## src/rtl/encoder_pkg.sv

```systemverilog
// Shared widths and the fixed-priority encode used by the request encoder.
package encoder_pkg;

  localparam int REQ_W  = 4;
  localparam int CODE_W = 2;

  // Highest set bit wins: bit 3 has top priority, bit 0 the lowest.
  // An all-zero input returns code 0; callers gate on "any bit set".
  function automatic logic [CODE_W-1:0] prioEncode(input logic [REQ_W-1:0] req);
    logic [CODE_W-1:0] code;
    code = '0;
    for (int i = 0; i < REQ_W; i++) begin
      if (req[i]) begin
        code = CODE_W'(i);
      end
    end
    return code;
  endfunction

  // True when two or more bits are set at once.
  function automatic logic multiHot(input logic [REQ_W-1:0] req);
    return (req & (req - REQ_W'(1))) != '0;
  endfunction

endpackage

```

## src/rtl/code_fifo.sv

```systemverilog
// First-word-fall-through queue: the head entry is presented combinationally
// whenever the queue is non-empty, and reads zero when it is empty.
module code_fifo #(
  parameter int WIDTH = 2,
  parameter int DEPTH = 4
) (
  input  logic                     clk,
  input  logic                     rst_n,
  input  logic                     push_i,
  input  logic [WIDTH-1:0]         data_i,
  input  logic                     pop_i,
  output logic [WIDTH-1:0]         data_o,
  output logic                     full_o,
  output logic                     empty_o,
  output logic [$clog2(DEPTH):0]   count_o
);

  localparam int PTR_W = (DEPTH > 1) ? $clog2(DEPTH) : 1;
  localparam int CNT_W = $clog2(DEPTH) + 1;

  logic [WIDTH-1:0] mem_q [DEPTH];
  logic [PTR_W-1:0] wptr_q, wptr_d;
  logic [PTR_W-1:0] rptr_q, rptr_d;
  logic [CNT_W-1:0] count_q, count_d;
  logic             doPush, doPop;

  assign full_o  = (count_q == CNT_W'(DEPTH));
  assign empty_o = (count_q == '0);
  assign count_o = count_q;
  assign data_o  = empty_o ? '0 : mem_q[rptr_q];

  // A push into a full queue is only taken when a pop frees a slot in the
  // same cycle; a pop from an empty queue is never taken.
  assign doPop  = pop_i & ~empty_o;
  assign doPush = push_i & (~full_o | doPop);

  // Next pointer and occupancy values; pointers wrap naturally because the
  // depth is a power of two.
  always_comb begin
    wptr_d  = wptr_q;
    rptr_d  = rptr_q;
    count_d = count_q;
    if (doPush) begin
      wptr_d = PTR_W'(wptr_q + 1'b1);
    end
    if (doPop) begin
      rptr_d = PTR_W'(rptr_q + 1'b1);
    end
    if (doPush && !doPop) begin
      count_d = CNT_W'(count_q + 1'b1);
    end else if (doPop && !doPush) begin
      count_d = CNT_W'(count_q - 1'b1);
    end
  end

  // Pointer and count registers; reset empties the queue immediately.
  always_ff @(posedge clk or negedge rst_n) begin
    if (!rst_n) begin
      wptr_q  <= '0;
      rptr_q  <= '0;
      count_q <= '0;
    end else begin
      wptr_q  <= wptr_d;
      rptr_q  <= rptr_d;
      count_q <= count_d;
    end
  end

  // Storage array; contents need no reset since the count masks stale data.
  always_ff @(posedge clk) begin
    if (doPush) begin
      mem_q[wptr_q] <= data_i;
    end
  end

endmodule

```

## src/rtl/encoder_seq.sv

```systemverilog
// Turns rising edges on asynchronous request lines into a queue of binary
// codes. Requests are synchronized, edge-detected, priority-encoded and
// pushed into a small FWFT queue drained by a valid/ready consumer.
module encoder_seq
  import encoder_pkg::*;
#(
  parameter int FIFO_DEPTH  = 4,
  parameter int SYNC_STAGES = 2
) (
  input  logic                          clk,
  input  logic                          rst_n,
  input  logic [REQ_W-1:0]              req_in,
  output logic [CODE_W-1:0]             code_out,
  output logic                          code_valid,
  input  logic                          code_ready,
  output logic                          multi_err,
  output logic                          overflow,
  output logic [$clog2(FIFO_DEPTH):0]   fifo_count
);

  logic [REQ_W-1:0]  sync_q [SYNC_STAGES];
  logic [REQ_W-1:0]  prev_q;
  logic [REQ_W-1:0]  syncVal;
  logic [REQ_W-1:0]  riseVec;
  logic [CODE_W-1:0] pushCode;
  logic              pushReq;
  logic              popReq;
  logic              fifoFull;
  logic              fifoEmpty;

  // Synchronizer chain per request bit; reset clears every stage so edges
  // in flight are discarded.
  always_ff @(posedge clk or negedge rst_n) begin
    if (!rst_n) begin
      for (int s = 0; s < SYNC_STAGES; s++) begin
        sync_q[s] <= '0;
      end
    end else begin
      sync_q[0] <= req_in;
      for (int s = 1; s < SYNC_STAGES; s++) begin
        sync_q[s] <= sync_q[s-1];
      end
    end
  end

  assign syncVal = sync_q[SYNC_STAGES-1];

  // Last synchronized value; clearing it on reset makes a request held
  // across reset look like one fresh edge after release.
  always_ff @(posedge clk or negedge rst_n) begin
    if (!rst_n) begin
      prev_q <= '0;
    end else begin
      prev_q <= syncVal;
    end
  end

  // Edge detect and encode: only the highest-priority edge is queued, and
  // simultaneous edges are flagged in the same cycle as the push.
  always_comb begin
    riseVec   = syncVal & ~prev_q;
    pushReq   = |riseVec;
    pushCode  = prioEncode(riseVec);
    multi_err = multiHot(riseVec);
  end

  // Consumer handshake: valid depends only on queue state.
  assign code_valid = ~fifoEmpty;
  assign popReq     = code_valid & code_ready;
  assign overflow   = pushReq & fifoFull & ~popReq;

  code_fifo #(
    .WIDTH (CODE_W),
    .DEPTH (FIFO_DEPTH)
  ) u_fifo (
    .clk     (clk),
    .rst_n   (rst_n),
    .push_i  (pushReq),
    .data_i  (pushCode),
    .pop_i   (popReq),
    .data_o  (code_out),
    .full_o  (fifoFull),
    .empty_o (fifoEmpty),
    .count_o (fifo_count)
  );

endmodule

```

## config.mk

```make
export PLATFORM = sky130hd
export DESIGN_NAME = encoder_seq
export DESIGN_NICKNAME = d
export VERILOG_FILES = /design/src/rtl/encoder_pkg.sv /design/src/rtl/code_fifo.sv /design/src/rtl/encoder_seq.sv
export SDC_FILE = /design/constraint.sdc
export NUM_CORES = 1
export LEC_CHECK = 0
export BUFFER_PORTS_ARGS = -buffer_cell sky130_fd_sc_hd__buf_2
export CORE_ASPECT_RATIO = 1.25
export CORE_MARGIN = 5
export CORE_UTILIZATION = 55
export DETAILED_ROUTE_END_ITERATION = 10
export MAX_ROUTING_LAYER = met4
export PLACE_DENSITY = 0.77
export SETUP_SLACK_MARGIN = 0.15
export SLEW_MARGIN = 20
export SYNTH_ARGS = -nofsm -noshare
export SYNTH_HDL_FRONTEND = slang
export SYNTH_SLANG_ARGS = --single-unit
```

## constraint.sdc

```tcl
create_clock -name clk -period 2.6 [get_ports clk]
set_input_delay 0.52 -clock clk [delete_from_list [all_inputs] [get_ports clk]]
set_output_delay 0.52 -clock clk [all_outputs]
set_load 0.03 [all_outputs]
```

# [After elaboration in Yosys (flattened, before gate mapping)]
# Memories as Yosys holds them, arrays and structs flattened.
# Index checks and enable logic that the tools add are counted.
[word_totals] ff_bits=19 ramBits=8 input_bits=7 out_inout_bits=8 word_cells=41 n_memories=1
[op_classes] add_sub_neg=5 n_eq_ne=1 muxes=8 bitwise_logic=12 reduce_logical=8
[memory_table] name="u_fifo.mem_q" depth=4 width=2 read_ports=1 rd_ports_with_merged_regs=0 wr=1 line_no="code_fifo.sv:21" source="logic [WIDTH-1:0] mem_q [DEPTH];"
[op_table] operator="$and A4 B4 Y4" count=2
[op_table] operator="$mux W2" count=3
[op_table] operator="$mux W3" count=2
[op_table] operator="$and A1 B1 Y1" count=5
[op_table] operator="$add A2 B1 Y2 const B" count=2
[op_table] operator="$not A4 Y4" count=1
[op_table] operator="$reduce_bool A4 Y1" count=1
[op_table] operator="$reduce_or A4 Y1" count=1
[op_table] operator="$sub A4 B1 Y4 const B" count=1
[op_table] operator="$add A3 B1 Y3 const B" count=1
[op_table] operator="$eq A3 B3 Y1 const B" count=1
[op_table] operator="$logic_not A3 Y1" count=1
[op_table] operator="$mux W1" count=3
[op_table] operator="$not A1 Y1" count=3
[op_table] operator="$sub A3 B1 Y3 const B" count=1
[op_table] operator="$logic_and A1 B1 Y1" count=2
[op_table] operator="$logic_not A1 Y1" count=2
[op_table] operator="$reduce_bool A2 Y1" count=1
[op_table] operator="$or A1 B1 Y1" count=1

# [Depth between registers and ports, before layout]
# Gate-level depths: netlist of the first run.
[logic_depth] depth_word=10 depth_mapped=9 depth_no_buf=8

# [Hierarchy]
# From an unflattened synthesis of the first run, not the netlist that was laid out.
[hier_totals] hier_cells=76 area_unflattened_um2=1172.4
[by_module_without_submodules] mod="code_fifo" n_inst=1 cells_per_inst=48 area_per_inst_um2=752.0 seq_area_each_um2=415.4
[by_module_without_submodules] mod="encoder_seq" n_inst=1 cells_per_inst=28 area_per_inst_um2=420.4 seq_area_each_um2=300.3

# [Worst setup path after synthesis of the first run]
# OpenSTA, ideal clock, no wires.
[synth_timing] path_kind="register to register" from="reg u_fifo.count_q[0] (netlist: u_fifo.count_o[0])" to="reg u_fifo.count_q[2] (netlist: u_fifo.count_o[2])" setup_time_ns=0.080 arrival_time_ns=2.207 required_time_ns=2.520 slack_ns=0.313 path_stages_with_launch=10 path_buffers=1 synth_period_minus_slack_ns=2.287 cell_sequence="dfrtp_1 > or3_1 > buf_2 > nand2_2 > ha_1 > inv_1 > fa_1 > xor2_1 > nor2_1 > xor2_1"
[synth_between] elab_chain_len=9 elab_cells_between_ends=17 classes_between="2 x add/sub; 1 x eq/ne; 2 x mux; 6 x bitwise; 6 x reduce/logical"
[synth_rtl] element="from (decl)" line_no="code_fifo.sv:24" source="logic [CNT_W-1:0] count_q, count_d;"
[synth_rtl] element="from (signal assigned)" line_no="code_fifo.sv:65" source="count_q <= count_d;"
[synth_rtl] element="$logic_not A3 Y1 *" line_no="code_fifo.sv:28" source="assign empty_o = (count_q == '0);"
[synth_rtl] element="$not A1 Y1 *" line_no="encoder_seq.sv:68" source="assign code_valid = ~fifoEmpty;"
[synth_rtl] element="via code_valid" line_no="encoder_seq.sv:14" source="output logic code_valid,"
[synth_rtl] element="$and A1 B1 Y1" line_no="encoder_seq.sv:69" source="assign popReq = code_valid & code_ready;"
[synth_rtl] element="$and A1 B1 Y1 *" line_no="code_fifo.sv:34" source="assign doPop = pop_i & ~empty_o;"
[synth_rtl] element="$or A1 B1 Y1" line_no="code_fifo.sv:35" source="assign doPush = push_i & (~full_o | doPop);"
[synth_rtl] element="$and A1 B1 Y1" line_no="code_fifo.sv:35"
[synth_rtl] element="$logic_not A1 Y1" line_no="code_fifo.sv:51" source="end else if (doPop && !doPush) begin"
[synth_rtl] element="$logic_and A1 B1 Y1" line_no="code_fifo.sv:51"
[synth_rtl] element="$reduce_bool A2 Y1 (no source line)"
# Mark *: on every way through the listed nets, which the timed path passes. The rest lies on a longest branch. The select of a mux whose other input is x is not followed.
# A chain may end at the register's enable or synchronous reset.

# [Worst setup path after layout of the first run]
[layout_timing] from="reg u_fifo.rptr_q[0]" to="out code_out[0]"
[layout_between] elab_chain_len=2
[layout_rtl] element="from (decl)" line_no="code_fifo.sv:23" source="logic [PTR_W-1:0] rptr_q, rptr_d;"
[layout_rtl] element="from (signal assigned)" line_no="code_fifo.sv:64" source="rptr_q <= rptr_d;"
[layout_rtl] element="$mem_v2 Z4 W2"
[layout_rtl] element="$mux W2" line_no="code_fifo.sv:30" source="assign data_o = empty_o ? '0 : mem_q[rptr_q];"
[layout_rtl] element="to (decl)" line_no="encoder_seq.sv:13" source="output logic [CODE_W-1:0] code_out,"
# No other way between the ends.

==> results.md, run 1 <==
* Top-level I/O count at 15
* Post-synth EDFFs at 8
* WP depth at 3
* Most frequent cells after synthesis: dfrtp_1, edfxtp_1, ha_1
* Crit-path slowest cell: mux4_2
* Per-cell routed wire length at around 14 um
* Netlist cell types at 27
* Top Metal Used: met4
* Synthesized instance count at 70
* Synth Net Count at 83
* Worst min-delay path category: input pin to asynchronous set/reset pin
* PostCTS Resize Cnt at 0
* Dominant cell type by area after synthesis: dfrtp_1
* Height of the chip at 61.0 um
* Post-synth top area share at 0.415
* CP startpoint kind: flip-flop
* Max Cap Viol at 0
* CP required at between 2 and 2.5 ns
* Largest net degree at the start of global routing at 20
* Crit path largest cell delay at roughly 0.52 ns
* Synth Area in Compound Gates at 0.0393
* H-tree depth at 1
* Worst setup path class: flip-flop to output port
* PortBufs at 14
* Bufs and invs on worst path at 1
* RSZ-0062 raised after global routing: no
* # diodes at 0
* Dpl hpwl at around 1.2 mm
* Crit path to: code_out[0]
* Fin crit share at 0.835
* Synth area leaders: dfrtp_1, edfxtp_1, ha_1
* Post-DP Area at between 1000 and 1500 um2
* Initial antenna violation count at 0
* # rows at 18
* Setup TNS at 0 ns
* Max-slew headroom at 0.721
* CTS max path bufs at 2
* R2R cell count at 8
* WP data arrival at ~1.7 ns
* FFs w/ async S/R, synth at 0.704
* Fin area at between 1000 and 1500 um2
* PwrDens at 1060 nW/um2
* Clock transition at path regs at ~0.13 ns
* Layout Nets at slightly above 100
* Vias/cell at 5.13
* Die area at 3100 um2
* Status: finished clean
* R2R setup slack at 0.46 ns
* Die Wd at around 50 um
* CP startpoint: u_fifo.rptr_q[0]
* FF+latch count, synth at 27
* Routability congestion estimate at ~0.68
* P&R area growth vs syn at 10.2%
* Critical R2R Capture: u_fifo.count_o[2]
* Reg2reg start: u_fifo.count_o[0]
* Maximum VDD drop at a little under 800 uV
* Family with the most delay on the worst path: multiplexers
* Fin crit period at about 2.2 ns
* Final count of hold timing violations at 0
* Num CTS Buffers at 3
* CTS tree: built
* WL met1 at between 600 and 700 um
* DRT antenna net count at 0
* Wire length on met3 at around 59 um
* Max Fanout on Critical Path at 4
* Core area at 1980 um2
* Via count at 549
* Grt ovf at 0
* Initial Utilization at 0.578
* Post-synthesis mux area share at 0.0623
* Met2 WL at 750 um
* Final setup viols at 0
* Top_reg_cell synth: dfrtp_1
* Vias in the first global route at 582
* Syn. warnings at 0
* WL final at about 1.5 mm
* Top-count cell post-synth: dfrtp_1
* Insertion delay to the later sink of the worst-skew pair at just over 0.3 ns
* Layout cells sized above 1 at 0.368
* Avg Cell Area, Syn at about 16 um2
* Initial drt markers at 4
* Adder and majority gate portion of the synthesized area at 0.0809
* Largest family of logic cells by synthesized area: simple AND/OR/NAND/NOR gates
* Worst-Margin Slew at slightly above 0.4 ns
* First-pass GRT wire length at approximately 2.6 mm
* Clock sinks at 27
* Drt first pass iters at 4
* Synth Area in XOR/XNOR at 0.0459
* Synthesized area at 1140 um2
* Register area share after synthesis at 0.625
* Layout fillers at between 150 and 200
* Clock skew at between 0.006 and 0.007 ns
* Hold-fix buffers, CTS at 0
* Leak at 0.560 nW
* Synth Area in Simple Gates at 0.129
* DRC at 0
* Gr usage total at 0.123
* Crit. End Element: output port
* CTS root buf: clkbuf_4
* Postcts setup bufs at 0
* Fmax at between 400 and 500 MHz
* Final slew viol count at 0
* Critical path cell sequence: mux4_2 -> and2_1 -> buf_2
## metrics by stage
| stage | util | power (W) | hold WS (ns) | cells | setup WS (ns) |
|---|---|---|---|---|---|
| final | 0.636 | 0.00134 | 0.116 | 107 | 0.428 |
| after global routing | 0.636 | 0.00144 | 0.127 | 107 | 0.299 |
| after CTS | 0.636 | 0.00136 | 0.127 | 107 | 0.417 |
| after detailed placement | 0.623 | 0.00119 | 0.338 | 103 | 0.376 |
| after global placement | 0.623 | 0.00118 | 0.334 | 103 | 0.402 |
| after floorplan | - | 0.00106 | 0.224 | 70 | 0.313 |
## cells by family (layout without fill, tap and decap cells)
family          after synthesis  count (layout)
flops                        27              27
simple gates                 17              17
fa+ha+maj                     7               7
xor+xnor                      6               6
buf+inv                       5              22
compound gates                4               4
mux                           4               4
## metal layers
layer,vias to the layer above,track usage
li1,272,-
met1,262,0.137
met2,10,0.188
met3,5,0.0291
met4,0,0.0985
met5,-,-
## worst register-to-register path: cells and delay by family, from the launching register on
family | cells | cell delay (ns)
xor+xnor | 2 | 0.30
fa+ha+maj | 2 | 0.55
buf+inv | 1 | 0.06
flops | 1 | 0.49
simple gates | 3 | 0.69
## worst min path at each step
stage	from	end	slack (ns)	cells past startpoint
after global routing	rst_n	prev_q[3]	0.13	1
final	rst_n	u_fifo.wptr_q[1]	0.12	1
after detailed placement	sync_q[6]	syncVal[2]	0.34	0
after floorplan	rst_n	prev_q[0]	0.22	0
after CTS	rst_n	u_fifo.wptr_q[1]	0.13	1
after global placement	sync_q[5]	syncVal[1]	0.33	0
## cell usage in the layout (no fill, tap or decap), drive strengths merged, types with 2 or more instances in the layout
master,synthesis,final
and2,6,6
buf,1,14
clkbuf,0,4
dfrtp,19,19
edfxtp,8,8
ha,5,5
inv,4,4
mux2,2,2
mux4,2,2
nand2,2,2
nand2b,4,4
xnor2,4,4
xor2,2,2
## flip-flops by register name, indices dropped and copies added (netlist names)
signal and cells:
u_fifo.count_o 3, u_fifo.rptr_q 2, sync_q 4, u_fifo.wptr_q 2
syncVal 4, prev_q 4, u_fifo.mem_q 8
## where the power goes
part,switching (W),internal (W),leakage (nW),total (W)
sequential,0.0000941,0.000546,0.296,0.000641
combinational,0.000284,0.000249,0.249,0.000533
clock,0.000108,0.0000599,0.0150,0.000168
total,0.000486,0.000855,0.560,0.00134
## layout make-up
| cell class | instances | area [um2] | share of cell area |
|---|---|---|---|
| clock buffers | 4 | 26.3 | 0.0208 |
| inverters | 4 | 15.0 | 0.0119 |
| multi-input cells | 38 | 409 | 0.324 |
| flip-flops and latches | 27 | 716 | 0.567 |
| well taps | 20 | 25.0 | 0.0198 |
| repair buffers | 14 | 70.1 | 0.0556 |
Note: power is estimated with default switching activity, not from simulation.
==> run 2, diff against run 1 <==
- clock period: 2.6 -> 2 ns (I/O delays scaled with it)
==> results.md, run 2 (synthesis results as in run 1) <==
* Commonest non-fill, non-tap cell in the layout: dfrtp_1
* Per-cell routed wire length at 15.0 um (+8.6%)
* Worst-Margin Slew at 0.417 ns (+0.00298 ns)
* PortBufs at 14 (unchanged)
* Maximum VDD drop at 1310 uV (+66%)
* CTS root buf: clkbuf_4
* P&R area growth vs syn at 27.4%
* Die area at 3100 um2 (unchanged)
* Hold_sp: req_in[0]
* CP required at 2.23 ns (+0.15 ns)
* Initial Utilization at 0.578 (unchanged)
* PwrDens at 1430 nW/um2 (+34%)
* Worst setup path class: flip-flop to flip-flop
* Top reg by flops: u_fifo.mem_q
* CP startpoint kind: flip-flop
* # rows at 18 (unchanged)
* Height of the chip at 61.0 um (unchanged)
* Dpl hpwl at 1.30 mm (+11%)
* Reg2reg start: u_fifo.count_o[1]
* CTS tree: built
* Core area at 1980 um2 (unchanged)
* Max Cap Viol at 0 (unchanged)
* Final count of hold timing violations at 0 (unchanged)
* Crit path largest cell delay at 0.46 ns (-0.06 ns)
* Status: finished clean
* Vias in the first global route at 663 (+14%)
* Initial drt markers at 16 (+12)
* Final setup viols at 0 (unchanged)
* H-tree depth at 1 (unchanged)
* Crit-path slowest cell: dfrtp_2
* WP data arrival at 2.23 ns (+0.58 ns)
* Layout Nets at 114 (+13%)
* Fin crit period at approximately 2 ns
* Critical path cell sequence: nor4b_4 -> buf_4 -> a41oi_4 -> ha_4 -> inv_2 -> fa_2 -> mux2_4
* Leak at 0.648 nW (+16%)
* Max Fanout on Critical Path at 3 (-1)
* DRC at 0 (unchanged)
* Vias/cell at 5.23 (+1.8%)
* Hold path cells at 1
* R2R cell count at 7 (-1)
* Bufs and invs on worst path at 2 (+1)
* Top-level I/O count at 15 (unchanged)
* Hold_ws at 0.163 ns (+0.0478 ns)
* Clock skew at 0.00236 ns (-0.00435 ns)
* Largest net degree at the start of global routing at 20 (unchanged)
* Die Wd at 50.8 um (unchanged)
* Clock sinks at 27 (unchanged)
* Fmax at around 500 MHz
* Max-slew headroom at 0.719 (-0.00201)
* WL final at 1.80 mm (+22%)
* Post-DP Area at 1300 um2 (+5.2%)
* WP depth at 7 (+4)
* Insertion delay to the later sink of the worst-skew pair at 0.33 ns (+0.02 ns)
* Most frequent cells in the layout: dfrtp_1, buf_4, buf_2
* Layout cells sized above 1 at 0.570 (+0.202)
* Drt first pass iters at 2 (-2)
* Grt ovf at 0 (unchanged)
* Num CTS Buffers at 3 (unchanged)
* DRT antenna net count at 0 (unchanged)
* Fin area at 1460 um2 (+16%)
* Max reg flops at 8 (unchanged)
* Final slew viol count at 0 (unchanged)
* CP startpoint: u_fifo.count_o[1]
* RSZ-0062 raised after global routing: yes
* Via count at 627 (+14%)
* Fin crit share at 0.999
* Gr usage total at 0.143 (+0.0201)
* First-pass GRT wire length at 3.08 mm (+20%)
* Routability congestion estimate at 0.743 (+10%)
* Placed insts at 108 (+4.9%)
* # diodes at 0 (unchanged)
* CTS max path bufs at 2 (unchanged)
* Worst min-delay path category: input pin to flip-flop
* Crit. End Element: flip-flop
* Initial antenna violation count at 0 (unchanged)
* Family with the most delay on the worst path: adder cells
* Layout Cells excl Fill at 120 (+12%)
* Final Power at 0.00208 W (+55%)
* Clock transition at path regs at 0.14 ns (about the same)
run 2: changes by cell type in the layout (fill, tap and decap cells not counted), moves of 2 or more:
| cell | before | now |
|---|---|---|
| buf_4 | 0 | 11 |
| buf_6 | 0 | 6 |
| buf_2 | 14 | 9 |
| dfrtp_1 | 19 | 16 |
| dfrtp_2 | 0 | 3 |
| and2_1 | 2 | 0 |
| and2_4 | 0 | 2 |
run 2: final cells by class:
| type | count | area (um2) |
|---|---|---|
| sequential | 27 | 719 |
| multi-input combinational | 38 | 464 |
| clock inverter | 1 | 7.51 |
| tap | 20 | 25.0 |
| clock buffer | 3 | 22.5 |
| inverter | 4 | 15.0 |
| fill | 134 | 523 |
| timing repair buffer | 27 | 205 |
run 2: routing by layer:
metal  up-vias  share of wire  track usage
met5         -              0            -
met4         0          0.016       0.0876
met3         4          0.029       0.0218
met2         9           0.54        0.223
met1       318           0.41        0.175
li1        296              -            -
run 2: worst paths after layout:
check | endpoint | slack [ns]
hold / removal | sync_q[4] | 0.16
max in group asynchronous | u_fifo.rptr_q[0] | 1.18
hold reg to reg | syncVal[1] | 0.37
setup reg to reg | u_fifo.count_o[1] | 0.001
setup / recovery | u_fifo.count_o[1] | 0.001
min in group asynchronous | sync_q[4] | 0.51
run 2: metrics by stage:
step	utilization	setup slack, ns	TNS (ns)
floorplan	-	-0.0778	-0.143
CTS	0.718	-0.0106	-0.0177
global route	0.736	-0.0505	-0.178
global placement	0.655	0.0251	0
finish	0.736	0.00101	0
detailed placement	0.655	0.0216	0
run 2: power breakdown:
group / internal (W) / switching (W)
sequential: 0.000717 / 0.000105
combinational: 0.000552 / 0.000467
clock: 0.0000766 / 0.000163
total: 0.00135 / 0.000734
run 2: timing repair:
| item | in CTS | in global routing |
|---|---|---|
| hold buffers | 1 | 0 |
| pin swaps | 6 | 1 |
| hold endpoints to repair | 19 | 0 |
| buffers inserted | 4 | 3 |
| endpoints found under the setup margin | 7 | 7 |
| resized for setup | 17 | 4 |
==> run 3, diff against run 2 <==
- CELL_PAD_IN_SITES_DETAIL_PLACEMENT: not set -> 1
- CELL_PAD_IN_SITES_GLOBAL_PLACEMENT: not set -> 2
- CORE_UTILIZATION: 55 -> 40
- PLACE_DENSITY: 0.77 -> not set
- PLACE_DENSITY_LB_ADDON: not set -> 0.1
- SLEW_MARGIN: 20 -> not set
==> results.md, run 3 (synthesis results as in run 1) <==
* Clock sinks at 27 (unchanged)
* Most frequent cells in the layout: dfrtp_1, buf_2, edfxtp_1
* Height of the chip at 69.8 um (+14%)
* Core area at 2710 um2 (+37%)
* CP startpoint kind: flip-flop
* CTS max path bufs at 2 (unchanged)
* Vias/cell at 4.70 (-10%)
* CTS root buf: clkbuf_4
* DRC at 0 (unchanged)
* Max-slew headroom at 0.722 (+0.00337)
* Crit path largest cell delay at 0.47 ns (about the same)
* R2R cell count at 8 (+1)
* Layout fillers at 268 (+100%)
* Hold_sp: req_in[2]
* DRT antenna net count at 0 (unchanged)
* Final setup viols at 0 (unchanged)
* Die area at 4040 um2 (+30%)
* # rows at 21 (+3)
* Final slew viol count at 0 (unchanged)
* Drt first pass iters at 4 (+2)
* CTS tree: built
* Max reg flops at 8 (unchanged)
* Insertion delay to the later sink of the worst-skew pair at 0.32 ns (about the same)
* Multi-input logic area at 457 um2 (-1.6%)
* P&R area growth vs syn at 25.5%
* Vias in the first global route at 701 (+5.7%)
* Fin crit period at 2.00 ns (+0.000524 ns)
* Worst path most repeated cell: buf_6
* Num CTS Buffers at 3 (unchanged)
* Commonest non-fill, non-tap cell in the layout: dfrtp_1
* Max Cap Viol at 0 (unchanged)
* Worst setup path class: flip-flop to output port
* Final Power at 0.00201 W (-3.6%)
* Crit. End Element: output port
* Hold path cells at 1 (unchanged)
* CP required at 1.60 ns (-0.63 ns)
* PwrDens at 1400 nW/um2 (-2.1%)
* Routability congestion estimate at 0.755 (+1.6%)
* Final count of hold timing violations at 0 (unchanged)
* Clock skew at 0.00318 ns (+0.000821 ns)
* # diodes at 0 (unchanged)
* Layout Nets at 110 (-3.5%)
* Worst min-delay path category: input pin to flip-flop
* Worst-Margin Slew at 0.417 ns (-0.000646 ns)
* Status: finished clean
* WL final at 1.84 mm (+1.9%)
* Crit-path slowest cell: dfrtp_2
* Area occupied by registers at 719 um2 (unchanged)
* Initial Utilization at 0.423 (-0.155)
* Dpl hpwl at 1.37 mm (+5.3%)
* Largest net degree at the start of global routing at 20 (unchanged)
* Top reg by flops: u_fifo.mem_q
* WP data arrival at 1.60 ns (-0.63 ns)
* First-pass GRT wire length at 3.32 mm (+7.8%)
* Maximum VDD drop at 695 uV (-47%)
* RSZ-0062 raised after global routing: yes
* Top-level I/O count at 15 (unchanged)
* Grt ovf at 0 (unchanged)
* Reg2reg start: u_fifo.count_o[0]
* Clock transition at path regs at 0.14 ns (about the same)
* Layout cells sized above 1 at 0.552 (-0.0179)
* Critical R2R Capture: u_fifo.count_o[2]
* PortBufs at 14 (unchanged)
* Fin crit share at 1.00 (about the same)
* R2R setup slack at 0.05 ns (+0.05 ns)
* Gr usage total at 0.111 (-0.0321)
* H-tree depth at 1 (unchanged)
* Critical path cell sequence: or3_4 -> buf_6 -> and2_4 -> buf_6
* Hold EP: sync_q[6]
* Die Wd at 57.9 um (+14%)
* Leak at 0.630 nW (-2.8%)
* Initial antenna violation count at 0 (unchanged)
* Via count at 611 (-2.6%)
* Post-Route Utilization at 0.531 (-0.205)
* Per-cell routed wire length at 14.1 um (-6.0%)
* Initial drt markers at 14 (-2)
* Max Fanout on Critical Path at 4 (+1)
* Fmax at 500 MHz (about the same)
-- run 3: cell types whose count changed in the layout (fill, tap and decap cells not counted) --
| cell | previous run | this run |
|---|---|---|
| buf_4 | 11 | 7 |
| a21boi_2 | 0 | 1 |
| clkinv_2 | 0 | 1 |
| a21boi_4 | 1 | 0 |
| clkinvlp_4 | 1 | 0 |
-- run 3: metrics by stage --
stage,hold WS [ns],setup WS [ns],TNS [ns],instances,instance area (um2)
2_1_floorplan,0.104,-0.0778,-0.143,70,1180
3_3_place_gp,0.332,0.0103,0,122,1320
3_5_place_dp,0.338,-0.000506,-0.000506,122,1320
4_1_cts,0.00271,-0.0181,-0.0349,129,1420
5_1_grt,0.148,-0.0879,-0.236,130,1440
6_report,0.176,0.000482,0,130,1440
-- run 3: what timing repair did --
action / in CTS / in global routing
hold buffers: 0 / 1
buffers inserted: 3 / 0
hold endpoints to repair: 0 / 2
gates resized for setup: 17 / 3
setup endpoints to repair: 7 / 7
pin swaps: 6 / 0
-- run 3: layout make-up --
cell class / instances / area share
inverter: 4 / 0.0105
timing repair buffer: 23 / 0.122
multi-input combinational: 38 / 0.318
clock inverter: 1 / 0.00348
clock buffer: 3 / 0.0157
tap: 34 / 0.0296
sequential: 27 / 0.501
-- run 3: critical path, delay by kind of cell, from the launching register on --
| kind | cells | cell delay [ns] |
|---|---|---|
| simple gates | 2 | 0.56 |
| flops | 1 | 0.47 |
| buf+inv | 2 | 0.27 |
-- run 3: layer usage --
layer,up-vias,part of all wire,global-route usage,wire [um]
met5,-,0,-,0
met4,0,0.013,0.0541,24
met3,2,0.036,0.0186,67
met2,8,0.52,0.176,955
met1,311,0.43,0.134,790
li1,290,-,-,-
-- run 3: worst max path at each step --
stage               cells after the start  slack (ns)                end         startpoint
finish                                  4      0.0005        code_out[0]  u_fifo.count_o[0]
global route                            8       -0.09  u_fifo.count_o[2]  u_fifo.count_o[0]
CTS                                     4       -0.02        code_out[0]  u_fifo.count_o[0]
detailed placement                      7     -0.0005  u_fifo.count_o[1]         code_ready
global placement                        7        0.01  u_fifo.count_o[1]         code_ready
floorplan                               9       -0.08  u_fifo.count_o[2]  u_fifo.count_o[1]
-- run 3: power by group --
group	leakage, nW	internal (W)	switching (W)
Clock	0.0177	0.0000748	0.000151
Sequential	0.293	0.000717	0.000111
Combinational	0.320	0.000505	0.000447
Total	0.630	0.00130	0.000709
